`src/rtl/cla_serial_seq_pkg.sv`:
```
// Shared definitions for the nibble-serial add/subtract sequencer.
package cla_serial_seq_pkg;

  localparam int NIBW = 4;

  typedef enum logic [1:0] {
    IDLE = 2'd0,
    RUN  = 2'd1,
    DONE = 2'd2
  } state_e;

endpackage

```
`src/rtl/cla_adder.sv`:
```
// 4-bit carry-lookahead adder: result[3:0] is the sum, result[4] the carry out.
module cla_adder (
  input  logic [3:0] a,
  input  logic [3:0] b,
  input  logic       cin,
  output logic [4:0] result
);

  logic [3:0] g;
  logic [3:0] p;
  logic [4:0] c;

  assign g = a & b;
  assign p = a ^ b;

  // Every carry is flattened from generate/propagate terms rather than rippled.
  assign c[0] = cin;
  assign c[1] = g[0] | (p[0] & cin);
  assign c[2] = g[1] | (p[1] & g[0]) | (p[1] & p[0] & cin);
  assign c[3] = g[2] | (p[2] & g[1]) | (p[2] & p[1] & g[0]) | (p[2] & p[1] & p[0] & cin);
  assign c[4] = g[3] | (p[3] & g[2]) | (p[3] & p[2] & g[1]) | (p[3] & p[2] & p[1] & g[0])
              | (p[3] & p[2] & p[1] & p[0] & cin);

  assign result = {c[4], p ^ c[3:0]};

endmodule

```
`src/rtl/cla_serial_seq.sv`:
```
// Time-multiplexes one 4-bit cla_adder over a WIDTH-bit add/subtract,
// LSB nibble first, with a registered carry between nibbles.
module cla_serial_seq
  import cla_serial_seq_pkg::*;
#(
  parameter int WIDTH = 16
) (
  input  logic             clk,
  input  logic             rst_n,
  input  logic             start,
  input  logic             sub,
  input  logic [WIDTH-1:0] a,
  input  logic [WIDTH-1:0] b,
  input  logic             cin,
  output logic             busy,
  output logic             done,
  output logic [WIDTH-1:0] sum,
  output logic             cout,
  output logic             ovf
);

  localparam int NIB  = WIDTH / NIBW;
  localparam int IDXW = $clog2(NIB + 1);
  localparam int OFFW = $clog2(WIDTH);
  localparam logic [IDXW-1:0] LAST = IDXW'(NIB - 1);

  state_e           state_q, state_d;
  logic [WIDTH-1:0] opA_q, opA_d;
  logic [WIDTH-1:0] opB_q, opB_d;
  logic [WIDTH-1:0] acc_q, acc_d;
  logic [WIDTH-1:0] sum_q, sum_d;
  logic [IDXW-1:0]  idx_q, idx_d;
  logic             carry_q, carry_d;
  logic             cout_q, cout_d;
  logic             ovf_q, ovf_d;

  logic [OFFW-1:0]  bitOff;
  logic [4:0]       addRes;
  logic [WIDTH-1:0] accMerged;

  assign bitOff = OFFW'(int'(idx_q) * NIBW);

  cla_adder u_cla_adder (
    .a      (opA_q[bitOff +: NIBW]),
    .b      (opB_q[bitOff +: NIBW]),
    .cin    (carry_q),
    .result (addRes)
  );

  // Accumulator with the current nibble already folded in, so the final
  // RUN edge can publish the complete result straight into sum_q.
  always_comb begin
    accMerged = acc_q;
    accMerged[bitOff +: NIBW] = addRes[NIBW-1:0];
  end

  always_comb begin
    state_d = state_q;
    opA_d   = opA_q;
    opB_d   = opB_q;
    acc_d   = acc_q;
    sum_d   = sum_q;
    idx_d   = idx_q;
    carry_d = carry_q;
    cout_d  = cout_q;
    ovf_d   = ovf_q;
    unique case (state_q)
      IDLE: begin
        if (start) begin
          opA_d   = a;
          opB_d   = sub ? ~b : b;
          carry_d = cin ^ sub;
          idx_d   = '0;
          state_d = RUN;
        end
      end
      RUN: begin
        acc_d   = accMerged;
        carry_d = addRes[NIBW];
        idx_d   = idx_q + 1'b1;
        if (idx_q == LAST) begin
          idx_d   = '0;
          sum_d   = accMerged;
          cout_d  = addRes[NIBW];
          ovf_d   = (opA_q[WIDTH-1] == opB_q[WIDTH-1]) && (accMerged[WIDTH-1] != opA_q[WIDTH-1]);
          state_d = DONE;
        end
      end
      DONE:    state_d = IDLE;
      default: state_d = IDLE;
    endcase
  end

  always_ff @(posedge clk) begin
    if (!rst_n) begin
      state_q <= IDLE;
      opA_q   <= '0;
      opB_q   <= '0;
      acc_q   <= '0;
      sum_q   <= '0;
      idx_q   <= '0;
      carry_q <= 1'b0;
      cout_q  <= 1'b0;
      ovf_q   <= 1'b0;
    end else begin
      state_q <= state_d;
      opA_q   <= opA_d;
      opB_q   <= opB_d;
      acc_q   <= acc_d;
      sum_q   <= sum_d;
      idx_q   <= idx_d;
      carry_q <= carry_d;
      cout_q  <= cout_d;
      ovf_q   <= ovf_d;
    end
  end

  assign busy = (state_q == RUN);
  assign done = (state_q == DONE);
  assign sum  = sum_q;
  assign cout = cout_q;
  assign ovf  = ovf_q;

endmodule

```
`config.mk`:
```
export PLATFORM = sky130hd
export DESIGN_NAME = cla_serial_seq
export DESIGN_NICKNAME = d
export VERILOG_FILES = /design/src/rtl/cla_serial_seq_pkg.sv /design/src/rtl/cla_adder.sv /design/src/rtl/cla_serial_seq.sv
export SDC_FILE = /design/constraint.sdc
export NUM_CORES = 1
export LEC_CHECK = 0
export CAP_MARGIN = 10
export CORE_MARGIN = 1
export CORE_UTILIZATION = 53
export DETAILED_ROUTE_END_ITERATION = 10
export GPL_TIMING_DRIVEN = 0
export PLACE_DENSITY_LB_ADDON = 0.05
export SYNTH_ARGS = -nofsm -noshare
export SYNTH_HDL_FRONTEND = slang
export SYNTH_SLANG_ARGS = --single-unit
export TNS_END_PERCENT = 30
```
`constraint.sdc`:
```
create_clock -name clk -period 3.5 [get_ports clk]
set_input_delay 1.05 -clock clk [delete_from_list [all_inputs] [get_ports clk]]
set_output_delay 1.05 -clock clk [all_outputs]
set_load 0.03 [all_outputs]
```
==> metrics <==
status=finished, final reports clean; die area=between 6000 and 7000 sq um; Final TNS setup=0 ns; CP max-delay cell=clkdlybuf4s50_1; FF+latch count, synth=72; RD Place Congestion=~0.84; Worst VDD drop=260 uV; delay of the slowest critical-path stage=approximately 0.7 ns; row count=28; Max Cap Viol=0; IO buf count=55; WP data arrival=2.18 ns; DRT antenna net count=0; Main synth FF type=dfxtp_1; die outline width=82.0 um; CP Cell Sequence=nand2b_1 > buf_6 > inv_2 > buf_4 > buf_2 > clkdlybuf4s50_1; measured slew at the worst slew-check pin=0.675 ns; All-Layer GR Usage=0.249; core area=6030 sq um; CTS tree=done; commonest cells in the netlist=dfxtp_1 (72), nand2_1 (51), nor2_1 (41); crit path buf inv count=5; Leak=1.55 nW; yosys warns=0; Post-Route WL=7630 um; post-CTS setup buffers=0; ant diodes=0; Detail Placement HPWL=5630 um; Ports=57; Placed Area=4030 sq um; cell with the most instances after synthesis=dfxtp_1; maximum fanout along the worst path=10; CTS Sinks=72; worst relative slew slack=0.547; Post-CTS Resized=0; number of vias per cell=5.50; fin crit share=0.924; EDFF count, synth=0; Min Hold Slack=0.451 ns; Initial Util=0.562; pin count of the biggest net entering global routing=11; GR Overflow Total=0; first-pass GRT wire length=12500 um; final setup skew=a little over 0.01 ns; Layout Area Growth over Synthesis=23.4%; CP required=2.45 ns; Design Area, Final=4180 sq um; Highest Clock Rate=between 0.3 and 0.4 GHz; Via Count=2843; Pins Over Slew Limit=0; Post-CTS Hold Buffers=0; nets=486; Synth Cell Area=3390 sq um; WL/cell=14.8 um; startpoint types=flip-flop; pwr dens=415 nW/um^2; initial antenna violation count=0; Clock transition at path regs=0.07 ns; vias in the first global route=2707; register area share after synthesis=0.425; CTS H-tree depth=3; largest cells by area after synthesis=dfxtp_1 (43%), nand2_1 (5.6%), mux4_2 (5.3%); Hold Violations, Final=0; Root Buffer=clkbuf_8; CP Class=flip-flop to output pin; drt drc=0; clk_lat worst skew=0.34 ns; ratio of cells with drive above 1 in the final layout=0.109; syn_area_per_cell=9.11 sq um; RSZ-0062 raised after global routing=false; post-synth top area share=0.425; Hold Crit Class=flip-flop to flip-flop; Die Y=82.0 um; min Tclk post-route=about 3.2 ns; Post-Syn Nets=420; leading area contributor after synthesis=dfxtp_1; setup violators final=0; Syn Inst Count=372; async set-reset flop share out of synthesis=0; CTS Buf Count=9; Worst Setup End Kind=output pin; First DRT Iteration DRCs=~130; Synth cell types=45; drt first pass iters=4; clk buf depth=2; Top delay family on crit path=buffers and inverters
cells in the final DEF, fill, tap and decap left out, types with 3 or more instances in the layout:
master	instances
a21oi_1	31
a211oi_2	5
clkbuf_8	9
a211oi_1	22
inv_1	12
a22oi_1	3
clkbuf_1	13
a31oi_1	10
a32oi_1	4
mux4_2	8
nor2b_1	7
nand2b_1	5
clkdlybuf4s50_1	55
ha_1	10
nand2_1	51
buf_2	13
xnor2_1	18
dfxtp_1	72
nor2_1	41
o21ai_0	13
buf_6	3
mux2i_1	5
area by class of cell:
class | instances | area [sq um]
fillers | 543 | 1850
clock inverters | 1 | 5.00
flip-flops and latches | 72 | 1440
inverters | 13 | 48.8
well taps | 75 | 93.8
multi-input cells | 260 | 1740
plain buffers | 27 | 159
clock buffers | 14 | 143
repair buffers | 55 | 551
final timing paths:
kind                                               from                     to  slack [ns]  depth (start not counted)
worst max-delay path            state_q[0]$_SDFFE_PN0P_                   busy        0.27                          6
worst min register to register    idx_q[2]$_SDFFE_PN0P_  idx_q[2]$_SDFFE_PN0P_        0.45                          1
worst max register to register    idx_q[0]$_SDFFE_PN0P_    sum[3]$_SDFFE_PN0P_        0.58                          8
worst min-delay path              idx_q[2]$_SDFFE_PN0P_  idx_q[2]$_SDFFE_PN0P_        0.45                          1
stage by stage:
| stage | worst slack [ns] | utilization | total power [W] | instances |
|---|---|---|---|---|
| floorplan | 0.929 | - | 0.00111 | 372 |
| global placement | 0.578 | 0.669 | 0.00120 | 502 |
| detailed placement | 0.569 | 0.669 | 0.00121 | 502 |
| CTS | 0.274 | 0.694 | 0.00174 | 517 |
| global route | 0.170 | 0.694 | 0.00182 | 517 |
| finish | 0.267 | 0.694 | 0.00174 | 517 |
per-layer routing:
metal,global-route usage,routed length [um],up-vias
met1,0.297,3390,1340
met4,0.100,112,0
met5,0,0,-
li1,-,-,1427
met3,0.0344,206,10
met2,0.448,3930,66
cells by family after synthesis:
group | Yosys count | share of synthesized area
AO/OA/AOI/OAI | 101 | 0.199
AND/OR/NAND/NOR | 115 | 0.150
flip-flops | 72 | 0.425
adder cells (fa/ha/maj) | 11 | 0.0428
XOR/XNOR | 20 | 0.0539
buffers and inverters | 40 | 0.0613
multiplexers | 13 | 0.0679
sequential cells by signal (all words and copies together) (netlist names):
name	flops
ovf	1
idx_q	3
acc_q	16
carry_q	1
cout	1
state_q	2
sum	16
opA_q	16
opB_q	16
worst reg2reg max path, stage by stage (launching register included):
cell	delay [ns]
dfxtp_1	0.48
buf_2	0.38
mux4_2	0.61
ha_1	0.34
a41oi_1	0.25
o21ai_2	0.11
xor2_2	0.38
a21oi_1	0.14
a21oi_1	0.16
report_power, final:
part / internal, W / switching (W)
logic: 0.000139 / 0.000169
clock network: 0.000254 / 0.000286
registers: 0.000862 / 0.0000250
Power figures use the tool's default switching activity.
==> patch 1: new RTL, same flow settings <==
Register the inputs `start`, `sub`, `a`, `b` and `cin` before use. The logic sees them one clock later. Comments in the files are not updated.
--- a/src/rtl/cla_serial_seq.sv
+++ b/src/rtl/cla_serial_seq.sv
@@ -25,2 +25,16 @@
   localparam logic [IDXW-1:0] LAST = IDXW'(NIB - 1);
+
+  logic start_q;
+  logic sub_q;
+  logic [WIDTH-1:0] a_q;
+  logic [WIDTH-1:0] b_q;
+  logic cin_q;
+
+  always_ff @(posedge clk) begin
+    start_q <= start;
+    sub_q   <= sub;
+    a_q     <= a;
+    b_q     <= b;
+    cin_q   <= cin;
+  end
 
@@ -68,6 +82,6 @@
       IDLE: begin
-        if (start) begin
-          opA_d   = a;
-          opB_d   = sub ? ~b : b;
-          carry_d = cin ^ sub;
+        if (start_q) begin
+          opA_d   = a_q;
+          opB_d   = sub_q ? ~b_q : b_q;
+          carry_d = cin_q ^ sub_q;
           idx_d   = '0;
Formal check against the unedited RTL: not equivalent (a bounded check fails within 4 cycles, from zero or initial values and one cycle with rst_n low).
==> patch 1 against the original RTL <==
Wire length grew 11%; cell area grew 18%; cell count grew 9.1%; register-to-register slack lost 50 ps; global-route usage shrank 2.2 points; die area grew 20%; via count grew 5.5%; setup slack lost 5.3 ps; total power grew 36%; sequential cell count grew 35; area after synthesis grew 20%; first-iteration DRC count shrank 14%; critical path depth shrank 1.
==> patch 1: results (changes against the original RTL) <==
Setup WS pre-CTS -> 575 ps (+6.59 ps)
Syn nets -> 442 (+5.2%)
Sequential share of the synthesized area -> 52.7% (+10 points)
GPL Wtd Cong -> 0.872 (+3.7%)
Met3 usage -> 5.12% (+1.7 points)
Nets@finish -> 508 (+4.5%)
WL/cell -> 15.0 µm (+1.3%)
Largest net degree at the start of global routing -> 19 (+8)
Max-slew headroom -> 54.3% (-0.40 points)
Post-CTS resize count -> 0 (unchanged)
CP top delay family -> buffers and inverters
FFs w/ async S/R, synth -> 0% (unchanged)
Met3 WL -> 342 µm (+66%)
Clk pin slew, worst setup/hold paths -> 100 ps (+30 ps)
Layout Skew -> 12.1 ps (+1.80 ps)
First-pass GRT wire length -> 13600 µm (+8.6%)
CTS Buffer Depth -> 2 (unchanged)
Syn Inst Count -> 394 (+5.9%)
Top cells by area, synth -> dfxtp_1 53%, nand2_1 5.6%, mux4_2 4.4%
Worst vdd ir -> 0.292 mV (+12%)
Total track usage -> 22.8% (-2.2 points)
Finished Layout Cells -> 564 (+9.1%)
Worst-path cell with the longest stage delay -> clkdlybuf4s50_1
Routed met1 length -> 3800 µm (+12%)
Slowest stage delay, CP -> 750 ps (+50 ps)
Post-DP HPWL -> 6080 µm (+7.9%)
Commonest cells post-synth -> 107 x dfxtp_1, 61 x nand2_1, 19 x o21ai_0, 19 x xnor2_1
Met2 usage -> 40.1% (-4.7 points)
Share of cells above drive strength 1 -> 9.46% (-1.4 points)
M1 GR Usage -> 27.2% (-2.4 points)
ANT cells -> 0 (unchanged)
Crit path DAT -> 2190 ps
Initial DRC Count -> 113 (-14%)
Vias in the first global route -> 2920 (+7.9%)
Met2 WL post-DR -> 4160 µm (+6.0%)
Status -> complete, no violations
Distinct cell type count after synthesis -> 40 (-11%)
Post-placement cell count -> 548 (+9.2%)
Avg Vias per Cell -> 5.32 (-3.3%)
Clock root buffer -> clkbuf_8
Fill cells -> 594 (+9.4%)
Post-Place Cell Area -> 0.00474 mm² (+18%)
Leakage -> 2.01 nW (+30%)
Worst-skew pair later-pin latency -> 370 ps (+30 ps)
==> patch 1: cell count changes in the layout (fill, tap and decap cells not counted), sizes merged, moves of 8 or more <==
cell / change
o211a: +16
a21boi: +16
nand2: +10
buf: -11
a211oi: -26
a31oi: -8
nor2: -30
a21oi: -16
dfxtp: +35
==> patch 1: where the power goes <==
part           total, mW  internal [mW]  switching [mW]
registers           1.31           1.28          0.0314
clock network      0.734          0.308           0.426
logic              0.308          0.141           0.167
total               2.36           1.73           0.624
==> patch 1: final cells by class <==
type,count,area [µm²],area share [%]
flip-flops and latches,107,2140,43.4
multi-input cells,243,1750,35.4
repair buffers,55,551,11.2
clock buffers,11,151,3.07
well taps,99,124,2.51
plain buffers,26,110,2.23
inverters,18,67.6,1.37
clock inverters,5,45.0,0.912
==> patch 1: final timing paths <==
| path | from | endpoint | slack [ps] | cells after the start |
|---|---|---|---|---|
| max | state_q[1]$_SDFFE_PN0P_ | busy | 260 | 5 |
| min | a_q[9]$_DFF_P_ | opA_q[9]$_SDFFE_PN0P_ | 450 | 2 |
| max reg2reg | idx_q[0]$_SDFFE_PN0P_ | sum[11]$_SDFFE_PN0P_ | 530 | 8 |
| min reg2reg | a_q[9]$_DFF_P_ | opA_q[9]$_SDFFE_PN0P_ | 450 | 2 |
==> patch 1: cell families (layout without fill, tap and decap cells) <==
| logic type | after synthesis | count (layout) | share of synthesized area, % |
|---|---|---|---|
| flops | 107 | 107 | 52.7 |
| simple gates | 100 | 100 | 11.4 |
| mux | 8 | 8 | 4.43 |
| xor+xnor | 20 | 20 | 4.49 |
| compound gates | 104 | 104 | 19.0 |
| buf+inv | 44 | 115 | 4.37 |
| fa+ha+maj | 11 | 11 | 3.57 |
==> patch 1: tightest hold or removal path: stages, from the launching register on <==
cell and delay, ps:
dfxtp_1 310, nand2_1 40, a21boi_0 70
==> patch 2: new RTL, same flow settings <==
Without the edit above. Change the parameter `WIDTH` from 16 to 8.
--- a/src/rtl/cla_serial_seq.sv
+++ b/src/rtl/cla_serial_seq.sv
@@ -5,3 +5,3 @@
 #(
-  parameter int WIDTH = 16
+  parameter int WIDTH = 8
 ) (
Ports: changed (resized a, b and sum); port bits go from 57 to 33. No check against the original RTL was run, so the function may have changed too.
==> patch 2 against the original RTL <==
Wire length is 50% lower; non-clock buffer count decreased by 41; setup slack better by 320 ps; cell area is 47% lower; clock skew fell by 5.2 ps; sequential share of layout area decreased by 1.9 points; die area shrank 46%; area after synthesis fell by 47%; sequential power fell by 49%; sequential cell count down 36; total power fell by 47%; first-iteration DRC count is 37% lower; critical path depth rose by 3; largest cell class unchanged; largest power group unchanged.
==> patch 2: results (changes against the original RTL) <==
Syn nets -> 223 (-47%)
Max-slew headroom -> 61.6% (+6.9 points)
Clock root buffer -> clkbuf_4
Largest net degree at the start of global routing -> 12 (+1)
Finished Layout Cells -> 279 (-46%)
FF-to-FF path depth -> 9 (+1)
Worst Hold Depth -> 2 (+1)
Slowest stage delay, CP -> 470 ps (-230 ps)
Switching share of power -> 26.9% (-0.69 points)
Initial DRC Count -> 83 (-37%)
Clk pin slew, worst setup/hold paths -> 110 ps (+40 ps)
Distinct cell type count after synthesis -> 39 (-13%)
Post-placement cell count -> 271 (-46%)
Post-DP HPWL -> 2860 µm (-49%)
Peak fanout along the critical path -> 9 (-1)
Port Buffers -> 30 (-45%)
Met3 WL -> 188 µm (-8.7%)
Avg Vias per Cell -> 5.26 (-4.4%)
FFs w/ async S/R, synth -> 0% (unchanged)
Met2 WL post-DR -> 1800 µm (-54%)
Worst vdd ir -> 0.276 mV (+6.2%)
Worst-path cell with the longest stage delay -> clkbuf_1
Post-Syn Area per Cell -> 9.05 µm² (-0.63%)
H-tree Lvls -> 2 (-1)
Share of cells above drive strength 1 -> 11.1% (+0.20 points)
Total track usage -> 24.9% (about the same)
First-pass GRT wire length -> 6360 µm (-49%)
Nets@finish -> 260 (-47%)
Crit path DAT -> 3130 ps (+950 ps)
Routed met1 length -> 1760 µm (-48%)
Top cells by area, synth -> dfxtp_1 40%, nand2_1 9.3%, a21boi_0 7.2%
Vias in the first global route -> 1383 (-49%)
Commonest cells post-synth -> 44 x nand2_1, 36 x dfxtp_1, 17 x a21boi_0
Status -> complete, no violations
Fill cells -> 287 (-47%)
GPL Wtd Cong -> 0.817 (-2.9%)
Sequential share of the synthesized area -> 40.4% (-2.1 points)
Layout Skew -> 5.17 ps (-5.15 ps)
Final WL -> 3830 µm (-50%)
Clock buffer count from CTS -> 5 (-4)
## patch 2: changes by cell type after synthesis, moves of 9 or more
cell / delta
a211oi_1: -21
a21boi_0: +17
a21oi_1: -28
a31oi_1: -10
buf_2: -9
dfxtp_1: -36
nor2_1: -36
o211a_1: +11
## patch 2: path summary, 6_finish.rpt
| check | end | slack (ps) | startpoint |
|---|---|---|---|
| hold reg to reg | sum[4]$_SDFFE_PN0P_ | 460 | sum[4]$_SDFFE_PN0P_ |
| setup reg to reg | carry_q$_SDFFE_PN0P_ | 590 | idx_q[0]$_SDFFE_PN0P_ |
| setup / recovery | carry_q$_SDFFE_PN0P_ | 590 | idx_q[0]$_SDFFE_PN0P_ |
| hold / removal | sum[4]$_SDFFE_PN0P_ | 460 | sum[4]$_SDFFE_PN0P_ |
## patch 2: logic make-up (layout without fill, tap and decap cells)
logic type      after synthesis  count (layout)  synth area share [%]
fa+ha+maj                     5               5                  3.93
buf+inv                      16              54                  3.93
xor+xnor                     12              12                  5.89
flops                        36              36                  40.4
simple gates                 72              72                  20.0
compound gates               46              46                  19.8
mux                          10              10                  6.03
## patch 2: worst max-delay path, delay by kind of cell (launching register included)
kind | cells | cell delay (ps)
compound gates | 3 | 730
simple gates | 2 | 350
flops | 1 | 330
buf+inv | 2 | 630
mux | 1 | 430
fa+ha+maj | 1 | 340
## patch 2: area by class of cell
class | instances | area share, %
plain buffers | 11 | 2.26
clock buffers | 6 | 1.86
clock inverters | 2 | 1.58
inverters | 5 | 0.904
multi-input cells | 145 | 44.8
flip-flops and latches | 36 | 32.5
well taps | 44 | 2.49
repair buffers | 30 | 13.6
## patch 2: routing by layer
metal / vias up / track usage, %
met1: 670 / 30.6
met2: 42 / 41.4
met3: 7 / 6.71
met5: - / 0
met4: 0 / 9.63
li1: 748 / -
## patch 2: power groups by stage
stage	combinational (mW)	clock (mW)	sequential, mW
floorplan	0.121	0	0.458
global placement	0.177	0	0.458
detailed placement	0.183	0	0.459
CTS	0.184	0.292	0.450
global route	0.202	0.308	0.453
finish	0.183	0.288	0.450
## patch 2: per-stage QoR
stage          hold WS [ps]  setup WS [ps]  util, %  cell area (µm²)
2_1_floorplan           437           1090        -             1780
3_3_place_gp            441            680     68.4             2140
3_5_place_dp            448            616     68.4             2140
4_1_cts                 464            595     70.8             2210
5_1_grt                 490            409     70.8             2210
6_report                459            590     70.8             2210
